===== config.mk =====
export PLATFORM = sky130hd
export DESIGN_NAME = qpsk_phase_slicer
export DESIGN_NICKNAME = d
export VERILOG_FILES = /design/src/rtl/qpsk_phase_slicer.sv
export SDC_FILE = /design/constraint.sdc
export NUM_CORES = 1
export LEC_CHECK = 0
export CELL_PAD_IN_SITES_DETAIL_PLACEMENT = 1
export CELL_PAD_IN_SITES_GLOBAL_PLACEMENT = 1
export CORE_ASPECT_RATIO = 1.2
export CORE_UTILIZATION = 36
export CTS_BUF_LIST = sky130_fd_sc_hd__clkbuf_8
export CTS_CLUSTER_DIAMETER = 80
export DETAILED_ROUTE_END_ITERATION = 8
export HOLD_SLACK_MARGIN = 0.12
export PLACE_DENSITY = 0.82
export SYNTH_ARGS = -nofsm -noshare
export SYNTH_HDL_FRONTEND = slang
export SYNTH_SLANG_ARGS = --single-unit

===== constraint.sdc =====
create_clock -name CLK -period 1.6 [get_ports CLK]
set_input_delay 0.4 -clock CLK [delete_from_list [all_inputs] [get_ports CLK]]
set_output_delay 0.4 -clock CLK [all_outputs]
set_load 0.01 [all_outputs]

===== src/rtl/qpsk_phase_slicer.sv =====
// QPSK phase-ambiguity resolver and hard slicer feeding the Fano decoder.
// A 3-stage pipeline (capture, rotate, slice) is flushed on every phase step or LLR reset.
module qpsk_phase_slicer #(
  parameter int unsigned IQ_DATA_WIDTH = 10,
  parameter int unsigned NUM_PHASES    = 4
) (
  input  logic                     CLK,
  input  logic                     nRESET,
  input  logic                     i_vld,
  input  logic [IQ_DATA_WIDTH-1:0] i_i,
  input  logic [IQ_DATA_WIDTH-1:0] i_q,
  input  logic                     i_shift_phs,
  input  logic                     i_llr_reset,
  output logic                     o_vld,
  output logic [1:0]               o_data,
  output logic [2:0]               o_phase,
  output logic                     o_last_phase_stb
);

  localparam int unsigned W = IQ_DATA_WIDTH;
  localparam logic [2:0] LastPhase = 3'(NUM_PHASES - 1);
  localparam bit UseConj = (NUM_PHASES == 8);

  typedef logic signed [W-1:0] iq_t;

  // Saturating negation: the most negative code maps to the most positive one.
  function automatic iq_t sat_neg(input iq_t x);
    iq_t min_val;
    min_val = {1'b1, {(W-1){1'b0}}};
    if (x == min_val) begin
      return {1'b0, {(W-1){1'b1}}};
    end
    return -x;
  endfunction

  logic       flush;
  logic       phase_last;
  logic [2:0] phase_q, phase_d;

  logic s1_vld_q, s2_vld_q;
  iq_t  s1_i_q, s1_q_q;
  iq_t  s2_i_q, s2_q_q;
  iq_t  conj_q, rot_i, rot_q;

  assign flush      = i_shift_phs | i_llr_reset;
  assign phase_last = (phase_q == LastPhase);
  assign phase_d    = phase_last ? 3'd0 : phase_q + 3'd1;
  assign o_phase    = phase_q;

  always_comb begin
    rot_i  = s1_i_q;
    rot_q  = s1_q_q;
    conj_q = (UseConj && phase_q[2]) ? sat_neg(s1_q_q) : s1_q_q;
    unique case (phase_q[1:0])
      2'd0: begin rot_i = s1_i_q;          rot_q = conj_q;          end
      2'd1: begin rot_i = sat_neg(conj_q); rot_q = s1_i_q;          end
      2'd2: begin rot_i = sat_neg(s1_i_q); rot_q = sat_neg(conj_q); end
      2'd3: begin rot_i = conj_q;          rot_q = sat_neg(s1_i_q); end
      default: ;
    endcase
  end

  always_ff @(posedge CLK) begin
    if (!nRESET) begin
      phase_q          <= 3'd0;
      s1_vld_q         <= 1'b0;
      s1_i_q           <= '0;
      s1_q_q           <= '0;
      s2_vld_q         <= 1'b0;
      s2_i_q           <= '0;
      s2_q_q           <= '0;
      o_vld            <= 1'b0;
      o_data           <= 2'b00;
      o_last_phase_stb <= 1'b0;
    end else begin
      s1_vld_q <= i_vld & ~flush;
      s1_i_q   <= i_i;
      s1_q_q   <= i_q;
      s2_vld_q <= s1_vld_q & ~flush;
      s2_i_q   <= rot_i;
      s2_q_q   <= rot_q;
      o_vld    <= s2_vld_q & ~flush;
      // o_data only moves with a delivered symbol so it holds through gaps.
      if (s2_vld_q && !flush) begin
        o_data <= {s2_i_q[W-1], s2_q_q[W-1]};
      end
      if (i_shift_phs) begin
        phase_q <= phase_d;
      end
      o_last_phase_stb <= i_shift_phs & phase_last;
    end
  end

endmodule


* Word level (Yosys, flattened, before mapping)
Index checks and enable logic that the tools add are counted.
Word-level totals: register bits after elaboration 49, input bits 25, output and inout port bits 7, logic and storage cells 43
Operators by class: add/sub/neg operators 3, eq/ne operators 6, muxes and demuxes 15, bitwise operators 6, reduce and logical (&&, ||, !) cells 3
Operator list (number):
- $pmux W10 S4 | 2
- $mux W10 | 6
- $eq A10 B10 Y1 const B | 2
- $neg A10 Y10 | 2
- $mux W1 | 6
- $and A1 B1 Y1 | 4
- $eq A2 B2 Y1 const B | 2
- $add A3 B1 Y3 const B | 1
- $eq A3 B2 Y1 const B | 1
- $mux W3 | 1
- $eq A2 B1 Y1 const B | 1
- $logic_not A2 Y1 | 1
- $logic_and A1 B1 Y1 | 1
- $logic_not A1 Y1 | 1
- $not A1 Y1 | 1
- $or A1 B1 Y1 | 1

* Depth between registers and ports, before layout
Gate-level depths: netlist of the first run.
depth in word-level cells 5, gate-level depth with buffers 5, depth with buffers taken out 5

* Worst setup path after synthesis of the first run
No wires, ideal clock.
path type flip-flop to flip-flop, start register phase_q[0] (netlist: o_phase[0]), end register s2_q_q[9], setup time 0.134 ns, arrival 1.406 ns, data required time 1.466 ns, path slack 0.059 ns, cell stages (with the launch flop) 6, path buffers 0, period minus slack after synthesis 1.541 ns, cells stage by stage dfxtp_1 inv_1 ha_1 or2_2 nor4_1 o32ai_1
On the way: cells in the longest elaborated chain, start to end 2, elaborated cells on any way between the ends 5, classes of those cells 3 x eq/ne; 1 x mux; 1 x reduce/logical
Ends and longest elaborated chain:
- start: declaration | line 38 | logic [2:0] phase_q, phase_d;
- start signal: assignment | line 88 | phase_q <= phase_d;
- $eq A2 B2 Y1 (tied with other cells)
- $pmux W10 S4 (*) | line 54 | unique case (phase_q[1:0])
- end signal: assignment | line 81 | s2_q_q <= rot_q;
- end: declaration | line 42 | iq_t s2_i_q, s2_q_q;
Every way passes the cells marked *; elsewhere a longest branch is shown, timed or not. A chain may end at the register's enable or synchronous reset.

* Worst setup path in the final report of the first run
start register o_data[1], end output o_data[1]
RTL lines:
- start: declaration | line 15 | output logic [1:0] o_data,
- start signal: assignment | line 85 | o_data <= {s2_i_q[W-1], s2_q_q[W-1]};
No word-level cell between the ends.

==> metrics.md, run 1 <==
| Metric | Value |
|---|---|
| Status | completed |
| Core Util, Final | 0.5567 |
| Grt ovf | 0 |
| Final period utilization | 0.9618 |
| CP cell instances | clkdlybuf4s50_1 |
| Max-cap viol count | 0 |
| CP peak stage delay | 530 ps |
| Cell Pwr Density | 1090 mW/mm2 |
| DR iter-0 viols | 8 |
| Synth top area share | 0.5822 |
| CTS Sinks | 31 |
| Hold slack | 454.2 ps |
| Skew final | 3.470 ps |
| Synthesis Warnings | 0 |
| Area contributors post-synth | dfxtp_1, and2_1, ha_1 |
| Final Instance Count excl. Fillers | 175 |
| Post-synthesis cell count | 100 |
| H-tree Lvls | 2 |
| Metal-1 WL | 826 um |
| Post-synth EDFFs | 0 |
| Synth Area per Inst | 10.66 um2 |
| WL met3 | 119 um |
| Worst vdd ir | between 0.7 and 0.8 mV |
| Row cnt | 21 |
| Final Hold Violating Endpoints | 0 |
| Final nets | 170 |
| Worst-skew pair later-pin latency | 270 ps |
| Starting Density | 0.3792 |
| Post-CTS Setup Repair Bufs | 0 |
| Die Y | 61.61 um |
| Worst slew pin tran | 389.9 ps |
| Core outline area | 0.002811 mm2 |
| CP Class | flip-flop to primary output |
| Final min period | about 1500 ps |
| Startpoint Class | flip-flop |
| CP top delay family | buffers and inverters |
| Die X | 51.68 um |
| Cells after DPL | 168 |
| DRC viols | 0 |
| DR WL met2 | around 1200 um |
| Tot Pwr | about 1700 uW |
| CP Capture Type | primary output |
| Total I/O pin count | 32 |
| Slowest stage cell, crit path | clkdlybuf4s50_1 |
| RePlAce Congestion | 0.8537 |
| Routed WL per cell | 12.54 um |
| Port bufs | 31 |
| Fin. max-slew vios | 0 |
| Uppermost routed layer | met4 |
| Root buf cell | clkbuf_8 |
| Initial antenna violation count | 0 |
| Synth top cells by count | dfxtp_1, and2_1, nand2b_1 |
| RSZ-0062 raised after global routing | false |
| CTS tree | yes |
| CP max FO | 2 |
| Top-count cell post-synth | dfxtp_1 |
| Vias in the first global route | 848 |
| Syn Nets | around 130 |
| Async set or reset register ratio after synthesis | 0 |
| DP HPWL | 1668 um |
| TritonCTS buffer count | 5 |
| Final wirelength | 2195 um |
| Via density | 4.777 |
| First-pass GRT wire length | 3581 um |
| Max-slew headroom | 0.7395 |
| P&R area growth vs syn | 46.83% |
| Bufs and invs on worst path | 1 |
| Maximum clock rate | ~650 MHz |
| Number of synthesized register bits | 31 |
| Share of cells above drive strength 1 | 0.1206 |
| Clock Tree Buf Depth | 2 |
| Synth unique cells | 24 |
| GRT Resource Usage Total | 0.1642 |
| Critical path arrival | 1140 ps |
| Largest net degree at the start of global routing | 27 |
| Area post-placement | 0.001449 mm2 |
| Yosys top cell by area | dfxtp_1 |
| Required time of the worst setup path | 1200 ps |
| HP Class | flip-flop to flip-flop |
| Ys flop type | dfxtp_1 |
| DR vias | 836 |
| Number of nets with antenna violations after routing | 0 |
| Setup violators final | 0 |
| Die area | 0.003184 mm2 |
| P_leak | 0.0006589 uW |
| Final Instance Area | 0.001565 mm2 |
| Mapped Area | 0.001066 mm2 |
| Sequential area share after synthesis | 0.5822 |
| Clk slew on worst S/H paths | roughly 60 ps |
| First-pass detailed-route iteration total | 3 |
| Number of diodes | 0 |
==> path summary, 6_finish.rpt <==
| check | startpoint | to | slack [ps] | cells after the start |
|---|---|---|---|---|
| max | o_data[1] | o_data[1] | 60 | 1 |
| min | s1_vld_q | s2_vld_q | 450 | 1 |
| max reg2reg | o_phase[1] | s2_q_q[9] | 120 | 5 |
| min reg2reg | s1_vld_q | s2_vld_q | 450 | 1 |
==> sequential cells by signal, indices dropped and copies added, names as in the netlist <==
register and count:
s2_q_q 1, s1_vld_q 1, conj_q 10, o_phase 3
s2_vld_q 1, o_last_phase_stb 1, o_vld 1, o_data 2
s2_i_q 1, s1_i_q 10
==> per-stage QoR <==
| step | worst slack [ps] | TNS, ps |
|---|---|---|
| 3_5_place_dp | -11.17 | -13.72 |
| 4_1_cts | 10.04 | 0 |
| 3_3_place_gp | 33.29 | 0 |
| 5_1_grt | 2.895 | 0 |
| 2_1_floorplan | 59.47 | 0 |
| 6_report | 61.07 | 0 |
==> per-layer routing <==
layer,vias to the layer above,GRT usage
met5,-,0
met2,31,0.3154
met3,4,0.05926
met4,0,0.09266
met1,386,0.1483
li1,415,-
==> cell usage in the layout, fill, tap and decap left out, types with 4 or more instances in the layout <==
master,count
clkdlybuf4s50_1,28
nand2b_1,5
and2_1,22
dfxtp_1,30
ha_1,4
inv_1,4
nor2_1,4
and3_1,4
clkbuf_8,5
buf_4,5
==> logic make-up (layout without fill, tap and decap cells) <==
| logic type | Yosys count | in the layout | synth area share |
|---|---|---|---|
| compound gates | 7 | 7 | 0.04930 |
| fa+ha+maj | 4 | 4 | 0.04695 |
| buf+inv | 6 | 47 | 0.02113 |
| flops | 31 | 31 | 0.5822 |
| mux | 2 | 2 | 0.01878 |
| simple gates | 50 | 50 | 0.2817 |
==> what timing repair did <==
item                                   4_1_cts  5_1_grt
endpoints found under the hold margin        0        0
gates cloned                                 0        0
gates resized for setup                      3        4
setup endpoints to repair                    2        3
hold buffers                                 0        0
==> power by group <==
group / internal (uW) / switching, uW
registers: 810 / 12.8
clock network: 449 / 263
logic: 106 / 65.7
==> final cells by class <==
| cell class | count | area (um2) |
|---|---|---|
| Fill cell | 311 | 1246 |
| Sequential cell | 31 | 621.8 |
| Multi-Input combinational cell | 63 | 435.4 |
| Timing Repair Buffer | 36 | 347.8 |
| Clock buffer | 5 | 68.82 |
| Tap cell | 34 | 42.54 |
| Clock inverter | 2 | 33.78 |
| Inverter | 4 | 15.01 |
(Power assumes the default switching activity.)
==> run 2: changes to the inputs <==
CORE_UTILIZATION = 31   (was 36)
PLACE_DENSITY = 0.73   (was 0.82)
REMOVE_ABC_BUFFERS = 1   (was unset)
clock period = 1.7 ns   (was 1.6 ns; I/O delays follow)
==> metrics.md, run 2 (same netlist as run 1, synthesis figures left out) <==
| Metric | Value |
|---|---|
| Initial antenna violation count | 0 (unchanged) |
| RePlAce Congestion | 0.7019 (was 0.8537) |
| First-pass GRT wire length | 3988 um (was 3581 um) |
| First-pass detailed-route iteration total | 4 (was 3) |
| Status | completed (unchanged) |
| Starting Density | 0.3368 (was 0.3792) |
| Total I/O pin count | 32 (unchanged) |
| Core outline area | 0.003166 mm2 (was 0.002811 mm2) |
| Reg-to-reg endpoint | s2_i_q[9] (was s2_q_q[9]) |
| Row cnt | 22 (was 21) |
| Fin. max-slew vios | 0 (unchanged) |
| Cells after DPL | 170 (was 168) |
| Post-CTS Setup Repair Bufs | 0 (unchanged) |
| Final nets | 170 (unchanged) |
| Reg2Reg Setup Slack | 160 ps (was 120 ps) |
| CP top delay family | buffers and inverters (unchanged) |
| CP Class | flip-flop to primary output (unchanged) |
| Die Y | 66.24 um (was 61.61 um) |
| GRT Resource Usage Total | 0.1492 (was 0.1642) |
| Grt ovf | 0 (unchanged) |
| Die area | 0.003678 mm2 (was 0.003184 mm2) |
| Cell Pwr Density | 1119 mW/mm2 (was 1090 mW/mm2) |
| CTS Sinks | 31 (unchanged) |
| Max-cap viol count | 0 (unchanged) |
| Required time of the worst setup path | 1270 ps (was 1200 ps) |
| Crit. path cell count | 1 (unchanged) |
| Worst Hold Path Cells | 1 (unchanged) |
| Commonest cells after routing, fill and taps aside | dfxtp_1, clkdlybuf4s50_1, and2_1 (unchanged) |
| CTS tree | yes (unchanged) |
| Root buf cell | clkbuf_8 (unchanged) |
| Via density | 4.663 (was 4.777) |
| Port bufs | 31 (unchanged) |
| Number of diodes | 0 (unchanged) |
| Origin of the critical flop-to-flop path | o_phase[0] (was o_phase[1]) |
| RSZ-0062 raised after global routing | false (unchanged) |
| CP peak stage delay | 550 ps (was 530 ps) |
| Number of nets with antenna violations after routing | 0 (unchanged) |
| HP Class | flip-flop to flip-flop (unchanged) |
| Worst Hold Path EP | s2_vld_q (unchanged) |
| P&R area growth vs syn | 48.36% (was 46.83%) |
| CP cell instances | clkdlybuf4s50_1 (unchanged) |
| Maximum clock rate | ~610 MHz |
| Final wirelength | 2100 um (was 2195 um) |
| Area post-placement | 0.001451 mm2 (was 0.001449 mm2) |
| Final period utilization | 0.9572 |
| Die X | 55.53 um (was 51.68 um) |
| Setup TNS | 0 ps (unchanged) |
| Register area | 620.6 um2 (was 621.8 um2) |
| CP max FO | 4 (was 2) |
| Hold_sp | s1_vld_q (unchanged) |
| Startpoint Class | flip-flop (unchanged) |
| Largest net degree at the start of global routing | 27 (unchanged) |
| Core Util, Final | 0.4996 (was 0.5567) |
| Vias in the first global route | 959 (was 848) |
| DP HPWL | 1643 um (was 1668 um) |
| Routed WL per cell | 11.80 um (was 12.54 um) |
| DR vias | 830 (was 836) |
| Final Instance Area | 0.001582 mm2 (was 0.001565 mm2) |
| Clock Tree Buf Depth | 2 (unchanged) |
| Reg2Reg Depth | 5 (unchanged) |
| Bufs and invs on worst path | 1 (unchanged) |
| Most common cell after layout, fill and taps aside | dfxtp_1 (unchanged) |
| Fillcell total | 360 (was 311) |
| Critical path arrival | 1200 ps (was 1140 ps) |
| Clk slew on worst S/H paths | 60 ps (about the same) |
| Skew final | 6.086 ps (was 3.470 ps) |
| DR iter-0 viols | 14 (was 8) |
| Slowest stage cell, crit path | clkdlybuf4s50_1 (unchanged) |
| Max-slew headroom | 0.7435 (was 0.7395) |
| P_leak | 0.0006533 uW (was 0.0006589 uW) |
| DRC viols | 0 (unchanged) |
| Share of cells above drive strength 1 | 0.1056 (was 0.1206) |
| Multi-input logic area | 422.9 um2 (was 435.4 um2) |
| Final Instance Count excl. Fillers | 178 (was 175) |
| Setup violators final | 0 (unchanged) |
| Worst-skew pair later-pin latency | 290 ps (was 270 ps) |
| TritonCTS buffer count | 5 (unchanged) |
| CP Capture Type | primary output (unchanged) |
| Final Hold Violating Endpoints | 0 (unchanged) |
| Worst vdd ir | 0.8152 mV (was 0.7083 mV) |
| Worst slew pin tran | 379.9 ps (was 389.9 ps) |
| H-tree Lvls | 2 (unchanged) |
| Final min period | 1627 ps |
## run 2: cell type report
cell class / count / share of cell area
clock buffer: 5 / 0.04351
clock inverter: 3 / 0.04035
inverter: 4 / 0.009494
multi-input combinational: 63 / 0.2674
sequential: 31 / 0.3924
tap: 36 / 0.02848
timing repair buffer: 36 / 0.2184
## run 2: power by group
group | leakage (uW) | internal [uW] | total [uW] | switching (uW)
clock | 0.0000695 | 579 | 844 | 264
combinational | 0.000328 | 97.2 | 154 | 56.4
sequential | 0.000256 | 762 | 772 | 10.5
total | 0.000653 | 1440 | 1770 | 331
## run 2: timing repair
| action | in CTS | in global routing |
|---|---|---|
| hold buffers | 0 | 0 |
| endpoints found under the setup margin | 2 | 0 |
| resized for setup | 2 | 0 |
## run 2: stage by stage
stage          hold WS [ps]  power, uW  worst slack (ps)
2_1_floorplan         429.0      849.0             159.5
3_3_place_gp          433.3      941.9             101.4
3_5_place_dp          464.9      948.0             60.22
4_1_cts               477.1       1797             65.72
5_1_grt               500.4       1845             17.24
6_report              481.6       1769             72.74
## run 2: metal layers
layer  routed length, um  track usage  up-vias
li1                    -            -      414
met1                 776       0.1269      378
met2                1099       0.2786       29
met3                 142      0.05284        9
met4                  81       0.1219        0
met5                   0            0        -
## run 2: how the worst max path moves through the flow
stage	startpoint	end	slack, ps
after global routing	o_phase[0]	s2_i_q[9]	20
after global placement	nRESET	s2_q_q[9]	100
after CTS	o_phase[2]	o_phase[2]	70
final	o_phase[2]	o_phase[2]	70
after floorplan	o_phase[0]	s2_q_q[9]	160
after detailed placement	i_shift_phs	o_data[1]	60
